## src/rtl/pci_pkg.sv

```systemverilog
// pci_pkg: types and constants shared by the PCI initiator and target state
// machines.
//   pci_state_t   : 3-bit FSM state encoding, also used on the debug state ports
//   CMD_MEM_READ  : memory read command (address-phase cbe)
//   CMD_MEM_WRITE : memory write command (address-phase cbe)
package pci_pkg;

    typedef enum logic [2:0] {
        IDLE       = 3'd0,
        DECODE     = 3'd1,
        WAIT       = 3'd2,
        DATA       = 3'd3,
        DISCONNECT = 3'd4,
        TURNAROUND = 3'd5
    } pci_state_t;

    localparam logic [3:0] CMD_MEM_READ  = 4'b0110;
    localparam logic [3:0] CMD_MEM_WRITE = 4'b0111;

endpackage

```

## src/rtl/pci_tgt_mem.sv

```systemverilog
// pci_tgt_mem: 2^ADDR_W x 32 local word buffer for the PCI target.
// The write port is clocked on the falling edge, matching the bus state updates,
// and has active-low byte enables. The read port is asynchronous.
// The contents are never reset.
//   clk     : bus clock, falling edge active
//   we      : write strobe
//   wr_addr : write word address
//   wr_data : write data
//   be_n    : active-low byte enables, bit i covers wr_data[8i+7:8i]
//   rd_addr : read word address
//   rd_data : read data, combinational from rd_addr
module pci_tgt_mem #(
    parameter int ADDR_W = 3
) (
    input  logic              clk,
    input  logic              we,
    input  logic [ADDR_W-1:0] wr_addr,
    input  logic [31:0]       wr_data,
    input  logic [3:0]        be_n,
    input  logic [ADDR_W-1:0] rd_addr,
    output logic [31:0]       rd_data
);

    logic [31:0] mem [0:(1<<ADDR_W)-1];

    always_ff @(negedge clk) begin
        if (we) begin
            for (int i = 0; i < 4; i++) begin
                if (!be_n[i]) begin
                    mem[wr_addr][8*i +: 8] <= wr_data[8*i +: 8];
                end
            end
        end
    end

    assign rd_data = mem[rd_addr];

endmodule

```

## src/rtl/pci_target_fsm.sv

```systemverilog
// pci_target_fsm: PCI memory target. It claims memory read and memory write
// transactions inside a 2^ADDR_W-word window at BASE_ADDR and moves burst data
// to and from a local word buffer. A burst that reaches the last window word is
// disconnected. All state updates happen on the falling clock edge.
// Optional feature: define PCI_TGT_PARITY_EN to generate registered even parity
// on par. Without it, par is tied low.
//   clk    : bus clock, falling edge active
//   rst    : asynchronous reset, active high
//   frame  : active-low transaction framing from the initiator
//   irdy   : active-low initiator ready
//   ad_in  : address/data from the bus
//   cbe    : command during the address phase, active-low byte enables during data phases
//   trdy   : active-low target ready
//   devsel : active-low device select
//   stop   : active-low disconnect request
//   ad_out : read data driven onto the bus
//   ad_oe  : output enable for ad_out
//   par    : even parity over ad_out and cbe
//   state  : current FSM state, for debug
//
// state      | meaning
// -----------+--------------------------------------------------------------
// IDLE       | waiting for a falling frame that carries a hit address
// DECODE     | claimed; devsel asserted, read turnaround started
// WAIT       | initial trdy latency of WAIT_STATES cycles
// DATA       | trdy asserted; a data phase completes when irdy is also low
// DISCONNECT | window end reached; stop held until the initiator drops frame
// TURNAROUND | one-cycle release of devsel/trdy/stop/ad_oe
module pci_target_fsm
    import pci_pkg::*;
#(
    parameter logic [31:0] BASE_ADDR   = 32'h0000_1000,
    parameter int          ADDR_W      = 3,
    parameter int          WAIT_STATES = 1
) (
    input  logic        clk,
    input  logic        rst,
    input  logic        frame,
    input  logic        irdy,
    input  logic [31:0] ad_in,
    input  logic [3:0]  cbe,
    output logic        trdy,
    output logic        devsel,
    output logic        stop,
    output logic [31:0] ad_out,
    output logic        ad_oe,
    output logic        par,
    output logic [2:0]  state
);

    pci_state_t        st;
    logic              frame_q;
    logic              is_read;
    logic [ADDR_W-1:0] ptr;
    logic [ADDR_W-1:0] ptr_inc;
    logic [ADDR_W-1:0] rd_addr;
    logic [2:0]        wait_cnt;
    logic [31:0]       rd_data;
    logic              hit;
    logic              cmd_ok;
    logic              xfer;

    assign hit     = (ad_in[31:ADDR_W+2] == BASE_ADDR[31:ADDR_W+2]);
    assign cmd_ok  = (cbe == CMD_MEM_READ) || (cbe == CMD_MEM_WRITE);
    assign xfer    = (st == DATA) && !irdy && !trdy;
    assign ptr_inc = ptr + {{(ADDR_W-1){1'b0}}, 1'b1};
    // Read data is registered, so on a completing phase the buffer is addressed
    // one word ahead. This makes the next word's data appear with the next phase.
    assign rd_addr = xfer ? ptr_inc : ptr;
    assign state   = st;

    pci_tgt_mem #(
        .ADDR_W (ADDR_W)
    ) u_mem (
        .clk     (clk),
        .we      (xfer && !is_read),
        .wr_addr (ptr),
        .wr_data (ad_in),
        .be_n    (cbe),
        .rd_addr (rd_addr),
        .rd_data (rd_data)
    );

    always_ff @(negedge clk or posedge rst) begin
        if (rst) begin
            st       <= IDLE;
            frame_q  <= 1'b1;
            is_read  <= 1'b0;
            ptr      <= '0;
            wait_cnt <= '0;
            trdy     <= 1'b1;
            devsel   <= 1'b1;
            stop     <= 1'b1;
            ad_oe    <= 1'b0;
            ad_out   <= '0;
        end else begin
            frame_q <= frame;
            case (st)
                IDLE: begin
                    if (frame_q && !frame && hit && cmd_ok) begin
                        ptr     <= ad_in[ADDR_W+1:2];
                        is_read <= (cbe == CMD_MEM_READ);
                        devsel  <= 1'b0;
                        ad_oe   <= (cbe == CMD_MEM_READ);
                        st      <= DECODE;
                    end
                end
                DECODE: begin
                    if (frame && irdy) begin
                        // The initiator gave up before any data phase.
                        devsel <= 1'b1;
                        ad_oe  <= 1'b0;
                        st     <= TURNAROUND;
                    end else if (WAIT_STATES > 0) begin
                        wait_cnt <= 3'(WAIT_STATES);
                        st       <= WAIT;
                    end else begin
                        trdy <= 1'b0;
                        stop <= ~(&ptr);
                        if (is_read) ad_out <= rd_data;
                        st <= DATA;
                    end
                end
                WAIT: begin
                    if (frame && irdy) begin
                        devsel <= 1'b1;
                        ad_oe  <= 1'b0;
                        st     <= TURNAROUND;
                    end else if (wait_cnt == 3'd1) begin
                        wait_cnt <= '0;
                        trdy     <= 1'b0;
                        stop     <= ~(&ptr);
                        if (is_read) ad_out <= rd_data;
                        st <= DATA;
                    end else begin
                        wait_cnt <= wait_cnt - 3'd1;
                    end
                end
                DATA: begin
                    if (xfer) begin
                        ptr <= ptr_inc;
                        if (frame) begin
                            trdy   <= 1'b1;
                            devsel <= 1'b1;
                            stop   <= 1'b1;
                            ad_oe  <= 1'b0;
                            st     <= TURNAROUND;
                        end else if (&ptr) begin
                            // The last window word is done and the initiator still
                            // wants more data, so hold stop until frame goes high.
                            trdy  <= 1'b1;
                            stop  <= 1'b0;
                            ad_oe <= 1'b0;
                            st    <= DISCONNECT;
                        end else begin
                            // Assert stop ahead of time for the last window word.
                            stop <= ~(&ptr_inc);
                            if (is_read) ad_out <= rd_data;
                        end
                    end
                end
                DISCONNECT: begin
                    if (frame) begin
                        devsel <= 1'b1;
                        stop   <= 1'b1;
                        st     <= TURNAROUND;
                    end
                end
                TURNAROUND: begin
                    trdy   <= 1'b1;
                    devsel <= 1'b1;
                    stop   <= 1'b1;
                    ad_oe  <= 1'b0;
                    st     <= IDLE;
                end
                default: st <= IDLE;
            endcase
        end
    end

`ifdef PCI_TGT_PARITY_EN
    logic par_q;

    // Parity for a read data-phase cycle is presented on the cycle after it.
    always_ff @(negedge clk or posedge rst) begin
        if (rst) begin
            par_q <= 1'b0;
        end else if (st == DATA && is_read) begin
            par_q <= ^{ad_out, cbe};
        end
    end

    assign par = par_q;
`else
    assign par = 1'b0;
`endif

endmodule

```

## config.mk

```make
export PLATFORM = sky130hd
export DESIGN_NAME = pci_target_fsm
export DESIGN_NICKNAME = d
export VERILOG_FILES = /design/src/rtl/pci_pkg.sv /design/src/rtl/pci_tgt_mem.sv /design/src/rtl/pci_target_fsm.sv
export SDC_FILE = /design/constraint.sdc
export NUM_CORES = 1
export LEC_CHECK = 0
export ABC_AREA = 1
export BUFFER_PORTS_ARGS = -buffer_cell sky130_fd_sc_hd__buf_2
export CORE_MARGIN = 2
export CORE_UTILIZATION = 51
export DETAILED_ROUTE_END_ITERATION = 8
export MAX_ROUTING_LAYER = met4
export PLACE_DENSITY = 0.7
export SYNTH_ARGS = -nofsm -noshare
export SYNTH_HDL_FRONTEND = slang
export SYNTH_SLANG_ARGS = --single-unit
```

## constraint.sdc

```tcl
create_clock -name clk -period 3.2 [get_ports clk]
set_input_delay 0.16 -clock clk [delete_from_list [all_inputs] [get_ports clk]]
set_output_delay 0.16 -clock clk [all_outputs]
set_load 0.01 [all_outputs]
```

==> metrics.yaml, run 1 <==
status: "complete, but fails checks"
failed_checks: "DRC"
clkSlewWorstSetupHoldPaths_ns: 0.05
async_reset_ff_share_pct: 15.51
core_um2: 26130
synth.net_count: 1417
total_leakage_power_nw: 8.805
antenna_found_initial: 0
synth_top_flop_cell: "edfxtp_1"
maxSlewViolCount: 0
row_count: 59
placement.cell_area_um2: 15490
post-synth-top-area-fraction_pct: 56.50
synth_sequential_area_ratio_pct: 65.18
worst_ep_required_time_ns: 3.04
hold_violations: 0
cts.repair_timing.setup_buffer_count: 0
timing.hold.ws_ns: 0.4204
pwr-share-comb_pct: 24.8
number_of_buffers_created_by_cts: 34
routed_wire_length_um: 37250
power_switching_w: 0.004745
placedCellCount: 1798
crit_path_cell_trace: "buf_2"
sequentialPowerShare_pct: 34.3
tritoncts: "done"
fillCellCount: 1947
multiInputGateArea_um2: 3632
place_worst_setup_slack_ns: -0.1430
worst_slew_pin_tran_ns: 0.5530
worstSetupEndpointType: "primary output"
synth_top_family_by_area: "simple AND/OR/NAND/NOR gates"
vdd_drop_max_v: 0.0004349
timing.hold.worst.class: "reg2reg"
synth_compound_gate_area_share_pct: 1.122
criticalPathCategory: "reg2out"
power.density_nw_per_um2: 743.3
vias_in_the_first_global_route: 11270
cts_resized: 0
crit_buf_inv: 1
wire_per_inst_um: 17.59
initial_core_utilization_pct: 52.07
route.antenna.remaining_nets: 0
dpl.hpwl_um: 21820
finalSetupViolations: 0
yosys-mux-area-fraction_pct: 0
final_nets: 1803
yosysUniqueCellTypes: 33
post_synthesis_xor_xnor_area_fraction_pct: 0
max-slew-margin-rel_pct: 63.03
ys_ff_latch: 303
netSwitchingFraction_pct: 36.21
drc_errors: 6
post_drt_via_cell_ratio: 5.332
syn-cell-area_um2: 13610
layout_setup_ws_ns: 0.09271
top_family_by_delay_on_critical_path: "flip-flops"
layout.area.seq_um2: 8869
floorplan.die.width_um: 167.3
yosys_warnings: 0
grt_max_degree: 50
worst_clock_skew_ns: 0.07058
cts.sinks: 303
maxCapViolations: 0
drt_pre_antenna_iters: 7
fraction_of_the_mapped_netlist_area_in_adder_cells_pct: 0.4598
grt_util_all_layers_pct: 27.43
routed-via-count: 11290
dr.first_iter.drc_count: 1181
io-pin-count: 80
clockPowerShare_pct: 40.9
ctsLongestPathBuffers: 3
layoutNonFillerInstCount: 2118
clk_latency_ns: 0.59
buffer_ports.inserted: 78
crit_fanout: 7
synthesis.area_per_instance_um2: 9.917
start_kind: "register"
crit_path_max_incr_delay_ns: 0.62
critPathSlowestCell: "dfrtn_1"
insertedDiodeCount: 0
rsz0062_at_grt: "no"
critical_path_arrival_ns: 2.95
cts_root_buffer: "clkbuf_16"
power.internal_w: 0.008361
cts_hold_repair.buffers: 0
finalInstanceArea_um2: 17630
synth.top_cells.by_area: "edfxtp_1 56%, nand3_1 14%, dfrtn_1 7.9%"
post-synth-top-area-cell: "edfxtp_1"
layout-area-overhead-vs-synth_pct: 29.59
place.gp.congestion: 0.8912
layout-drive-gt1-share_pct: 15.26
grt_first_pass_wirelength_um: 57670
design.die.area_um2: 28000
synth_simple_gate_area_share_pct: 22.94
synth_edf_count: 256
cts.htree.levels: 2
globalRouteOverflowTotal: 0
post-layout-total-power_w: 0.01311
die_h_um: 167.3
postSynthCellCount: 1372
-- power by group through the flow --
stage          Clock (W)  Combinational [W]  Sequential [W]
2_1_floorplan   0.000483            0.00203         0.00454
3_3_place_gp    0.000483            0.00310         0.00455
3_5_place_dp    0.000483            0.00318         0.00455
4_1_cts          0.00539            0.00322         0.00450
5_1_grt          0.00581            0.00353         0.00450
6_report         0.00536            0.00325         0.00450
-- routing by layer --
metal	vias to the layer above	GRT usage [%]	part of all wire (%)
met1	5294	33.77	39
li1	5279	-	-
met2	625	44.45	49
met3	95	5.342	9.1
met4	0	12.14	3.1
met5	-	-	0
-- stage by stage --
stage,util (%),setup TNS (ns)
after global routing,67.48,0
final,67.48,0
after CTS,67.48,0
after detailed placement,59.28,-21.27
after floorplan,-,-6.850
after global placement,59.28,-17.68
-- registers in the layout (all words and copies together) (netlist names), 3 cells and up --
register   cells
u_mem.mem    256
ad_out        32
ptr            3
state          3
wait_cnt       3
-- cells by family (layout without fill, tap and decap cells) --
logic type      count (synthesis)  count (layout)
other cells                     1               1
compound gates                 27              27
simple gates                  687             687
buf+inv                       349             760
fa+ha+maj                       5               5
flops                         303             303
-- placed cells by master (no fill, tap or decap), drive strengths merged, types with 7 or more instances in the layout --
cell type	synthesis	layout
buf	50	157
clkbuf	16	42
clkinv	1	7
dfrtn	43	43
edfxtp	256	256
inv	282	550
nand2	241	241
nand3	378	378
nor2	60	60
o21ai	16	16
-- cell type report --
class                      instances  area share (%)
multi-input combinational        720           20.60
clock buffer                      42           5.478
timing repair buffer             157           8.557
inverter                         282           6.003
clock inverter                   279           6.691
sequential                       303           50.29
tap                              335           2.377
-- worst paths after layout --
| path | from | to | slack (ns) | cells after the start |
|---|---|---|---|---|
| setup reg to reg | ptr[0] | ad_out[3] | 0.88 | 9 |
| min in group asynchronous | rst | ad_out[22] | 1.19 | 3 |
| setup / recovery | state[2] | state[2] | 0.09 | 1 |
| hold / removal | ad_out[15] | ad_out[15] | 0.42 | 2 |
| hold reg to reg | ad_out[15] | ad_out[15] | 0.42 | 2 |
| max in group asynchronous | rst | devsel | 1.64 | 3 |
-- cells in the mapped netlist, types with 2 or more instances --
library cell and count:
nand3_1 376, inv_1 278, edfxtp_1 256, nand2_1 235, nor2_1 58, dfrtn_1 43, buf_2 34, clkbuf_1 16
o21ai_0 13, buf_4 10, a21oi_1 6, buf_1 5, ha_1 5, nand2_2 5, nand4_1 5, dfstp_2 4
inv_2 4, a31oi_1 2, nand3_2 2, o21ai_2 2
Power figures use the tool's default switching activity.
==> inputs of run 2 (changes only) <==
REMOVE_ABC_BUFFERS = 1   (was default)
==> run 2 against run 1 <==
Against the previous run: the run still ends with DRC left; die area unchanged; worst setup slack improved by 0.0074 ns; critical path type unchanged; first-iteration DRC count increased by 4.4%; final cell count increased by 1.1%; clock power decreased by 2%; non-clock buffer count increased by 22; global-route usage decreased by 0.52 points; combinational power increased by 3%; critical endpoint unchanged; largest cell class unchanged; critical path depth unchanged; sequential share of layout area increased by 1.0 points.
==> metrics.yaml, run 2 (synthesized netlist as in run 1, its figures left out) <==
multiInputGateArea_um2: 3367
globalRouteOverflowTotal: 0
core_um2: 26130
grt_util_all_layers_pct: 26.91
top_family_by_delay_on_critical_path: "flip-flops"
cts_hold_repair.buffers: 0
power.density_nw_per_um2: 759.8
design.die.area_um2: 28000
insertedDiodeCount: 0
vdd_drop_max_v: 0.0004229
maxCapViolations: 0
failed_checks: "DRC"
cts.repair_timing.setup_buffer_count: 0
buffer_ports.inserted: 78
largest_registers: "u_mem.mem (256), ad_out (32)"
antenna_found_initial: 0
wire_per_inst_um: 16.85
layout-area-overhead-vs-synth_pct: 27.01
clk_latency_ns: 0.60
largest_reg_flops: 256
clkSlewWorstSetupHoldPaths_ns: 0.05
dr.first_iter.drc_count: 1233
dpl.hpwl_um: 22190
grt_first_pass_wirelength_um: 56820
critical_path_arrival_ns: 2.94
number_of_buffers_created_by_cts: 34
start_kind: "register"
layout.area.seq_um2: 8869
most_common_cell_after_layout_fill_and_taps_aside: "inv_1"
routed-via-count: 11110
cts.htree.levels: 2
crit_buf_inv: 1
worst_clock_skew_ns: 0.08666
layout.cells.most_common_list: "537 x inv_1, 376 x nand3_1, 256 x edfxtp_1, 234 x nand2_1"
tritoncts: "done"
r2r_startpoint: "state[1]"
crit_fanout: 7
critPathSlowestCell: "dfrtn_1"
post-layout-total-power_w: 0.01313
initial_core_utilization_pct: 52.07
route.antenna.remaining_nets: 0
io-pin-count: 80
timing.hold.worst.class: "reg2reg"
final_nets: 1825
utilization_pct: 66.13
place.gp.congestion: 0.9078
criticalPathCategory: "reg2out"
total_leakage_power_nw: 8.851
maxSlewViolCount: 0
worstSetupEndpointType: "primary output"
drc_errors: 9
routed_wire_length_um: 36080
hold_violations: 0
status: "complete, but fails checks"
fillCellCount: 2051
crit_path_cell_trace: "buf_2"
cts.sinks: 303
die_h_um: 167.3
vias_in_the_first_global_route: 11170
finalSetupViolations: 0
cts_root_buffer: "clkbuf_16"
holdPathStages: 2
grt_max_degree: 48
row_count: 59
worst_ep_required_time_ns: 3.04
endpoint_of_the_worst_hold_timing_path: "ad_out[15]"
regMostFlops: "u_mem.mem"
cts_resized: 0
floorplan.die.width_um: 167.3
ff2ff_path_depth: 7
layout_setup_ws_ns: 0.1001
ctsLongestPathBuffers: 3
layout-drive-gt1-share_pct: 14.40
post_drt_via_cell_ratio: 5.189
rsz0062_at_grt: "no"
min_delay_src: "ad_out[15]"
drt_pre_antenna_iters: 9
worst-r2r-setup-slack_ns: 0.86
place_worst_setup_slack_ns: -0.4531
crit_path_max_incr_delay_ns: 0.62
timing.rr.end: "u_mem.mem[6][22]"
==> run 2: changes by cell type in the layout (fill, tap and decap cells not counted), moves of 3 or more <==
| cell | delta |
|---|---|
| buf_12 | -19 |
| buf_4 | +41 |
| clkbuf_1 | -4 |
| clkinv_2 | +6 |
| clkinvlp_2 | +3 |
| nand2_1 | +4 |
| nor2_1 | +34 |
| nor2_4 | -32 |
==> run 2: through the flow <==
stage	TNS, ns	area [µm²]	instances	hold slack [ns]
global route	0	17280	2141	0.4397
CTS	0	17280	2141	0.4233
finish	0	17280	2141	0.4176
floorplan	-100.84	13270	1306	0.4475
detailed placement	-91.92	15150	1820	0.4203
global placement	-90.93	15150	1820	0.4171
==> run 2: where the power goes <==
part | leakage [nW] | switching [W] | internal (W)
clock network | 1.96 | 0.00248 | 0.00279
registers | 2.93 | 0.0000852 | 0.00441
logic | 3.96 | 0.00214 | 0.00123
total | 8.85 | 0.00470 | 0.00843
==> run 2: how the worst max path moves through the flow <==
stage	from	end	slack, ns	cells past startpoint
after floorplan	irdy	ad_out[0]	-1.67	7
after global placement	irdy	u_mem.mem[6][16]	-0.44	8
after detailed placement	irdy	u_mem.mem[6][22]	-0.45	8
after CTS	state[2]	state[2]	0.09	1
after global routing	irdy	u_mem.mem[6][23]	0.02	8
final	state[2]	state[2]	0.10	1
==> run 2: final cells by class <==
| class | instances | area share [%] |
|---|---|---|
| clock buffers | 41 | 5.872 |
| clock inverters | 281 | 6.465 |
| inverters | 282 | 6.125 |
| multi-input cells | 720 | 19.48 |
| flip-flops and latches | 303 | 51.32 |
| well taps | 335 | 2.425 |
| repair buffers | 179 | 8.312 |
==> run 2: metal layers <==
layer / GRT usage [%] / vias to the layer above / routed length, µm
met4: 11.27 / 0 / 955
met1: 32.71 / 5167 / 14020
met5: - / - / 0
met2: 44.24 / 538 / 17960
met3: 5.460 / 79 / 3133
li1: - / 5326 / -
==> inputs of run 3 (changes only) <==
BUFFER_PORTS_ARGS = default   (was -buffer_cell sky130_fd_sc_hd__buf_2)
CORE_UTILIZATION = 25   (was 51)
DONT_BUFFER_PORTS = 1   (was default)
PLACE_DENSITY = 0.39   (was 0.7)
==> run 3 against run 2 <==
Against the previous run: the run now ends clean; sequential share of layout area fell by 0.59 points; clock power rose by 8.5%; combinational power fell by 3%; final area rose by 1.2%; critical path depth fell by 1; non-clock buffer count fell by 95; register-to-register slack got worse by 0.06 ns; total power rose by 2.8%; via count fell by 5.8%; final cell count rose by 13%; critical endpoint unchanged; flip-flop and latch count did not move.
==> metrics.yaml, run 3 (synthesized netlist as in run 1, its figures left out) <==
status: "complete, no violations"
largest_reg_flops: 256
start_kind: "register"
die_h_um: 237.3
layout-drive-gt1-share_pct: 9.657
globalRouteOverflowTotal: 0
antenna_found_initial: 0
fillCellCount: 5629
row_count: 85
drc_errors: 0
timing.hold.ws_ns: 0.4991
total_leakage_power_nw: 8.510
crit_fanout: 7
buffer_ports.inserted: 0
timing.rr.end: "ad_out[28]"
grt_max_degree: 38
criticalPathCategory: "reg2out"
wire_per_inst_um: 17.76
cts.sinks: 303
cts_hold_repair.buffers: 0
cts.htree.levels: 2
finalSetupTns_ns: 0
regMostFlops: "u_mem.mem"
worstSetupEndpointType: "primary output"
endpoint_of_the_worst_hold_timing_path: "ad_out[9]"
drt_pre_antenna_iters: 6
post_drt_via_cell_ratio: 4.335
layout_setup_ws_ns: 0.2006
dr.first_iter.drc_count: 578
maxCapViolations: 0
worst_clock_skew_ns: 0.06243
largest_registers: "u_mem.mem (256), ad_out (32)"
layoutNonFillerInstCount: 2415
worst_ep_required_time_ns: 3.04
initial_core_utilization_pct: 25.28
path_depth: 0
crit_start: "state[2]"
finalInstanceArea_um2: 17480
ctsLongestPathBuffers: 3
tritoncts: "done"
cts_resized: 0
most_common_cell_after_layout_fill_and_taps_aside: "inv_1"
cts_root_buffer: "clkbuf_16"
grt_first_pass_wirelength_um: 65370
place.gp.congestion: 0.8045
clk_latency_ns: 0.61
vdd_drop_max_v: 0.0003574
worst_slew_pin_tran_ns: 0.6515
layout-area-overhead-vs-synth_pct: 28.49
clkSlewWorstSetupHoldPaths_ns: 0.04
route.antenna.remaining_nets: 0
cts.repair_timing.setup_buffer_count: 0
vias_in_the_first_global_route: 10560
routed-via-count: 10470
timing.hold.worst.class: "reg2reg"
min_delay_src: "ad_out[9]"
layout.cells.most_common_list: "538 x inv_1, 376 x nand3_1, 256 x edfxtp_1, 234 x nand2_1, 58 x nor2_1"
number_of_buffers_created_by_cts: 39
max-slew-margin-rel_pct: 56.50
io-pin-count: 80
grt_util_all_layers_pct: 15.99
placement.cell_area_um2: 15180
place_worst_setup_slack_ns: -0.06097
core_um2: 53810
dpl.hpwl_um: 26770
holdPathStages: 2
design.die.area_um2: 56310
rsz0062_at_grt: "no"
critical_path_arrival_ns: 2.84
r2r_startpoint: "ptr[0]"
worst-r2r-setup-slack_ns: 0.80
power.density_nw_per_um2: 772.3
insertedDiodeCount: 0
maxSlewViolCount: 0
floorplan.die.width_um: 237.3
placedCellCount: 2086
finalSetupViolations: 0
ff2ff_path_depth: 8
routed_wire_length_um: 42880
final_nets: 1735
hold_violations: 0
==> run 3: worst max path at each step <==
stage	end	slack, ns
floorplan	ad_out[0]	-1.67
global placement	ad_out[28]	-0.06
detailed placement	ad_out[28]	-0.06
CTS	state[2]	0.16
global route	stop	0.15
finish	state[2]	0.20
==> run 3: area by class of cell <==
| cell class | count | area, µm² | share of cell area, % |
|---|---|---|---|
| Multi-Input combinational cell | 720 | 3374 | 19.30 |
| Sequential cell | 303 | 8869 | 50.73 |
| Clock buffer | 56 | 1209 | 6.913 |
| Timing Repair Buffer | 84 | 1006 | 5.754 |
| Inverter | 282 | 1059 | 6.055 |
| Tap cell | 696 | 870.8 | 4.981 |
| Clock inverter | 274 | 1096 | 6.269 |
==> run 3: power breakdown <==
| part | switching [W] | internal, W | leakage (nW) |
|---|---|---|---|
| Clock | 0.00250 | 0.00322 | 2.05 |
| Sequential | 0.000112 | 0.00442 | 2.93 |
| Combinational | 0.00212 | 0.00113 | 3.53 |
==> run 3: layer usage <==
layer  up-vias  global-route usage [%]  wire [µm]
li1       5140                       -          -
met1      5038                   19.68      19410
met2       228                   25.10      20090
met3        63                   4.901       2529
met4         0                   5.146        853
met5         -                       -          0
==> run 3: worst reg2reg max path, delay by kind of cell (launching register included) <==
family          cells  cell delay, ns
fa+ha+maj           1            0.43
simple gates        4            0.41
flops               1            0.62
buf+inv             2            0.61
compound gates      1            0.36
==> run 3: metrics by stage <==
stage | util (%) | total power (W)
finish | 32.49 | 0.01350
global route | 32.49 | 0.01450
CTS | 32.49 | 0.01373
detailed placement | 28.21 | 0.008351
global placement | 28.21 | 0.008354
floorplan | - | 0.006790
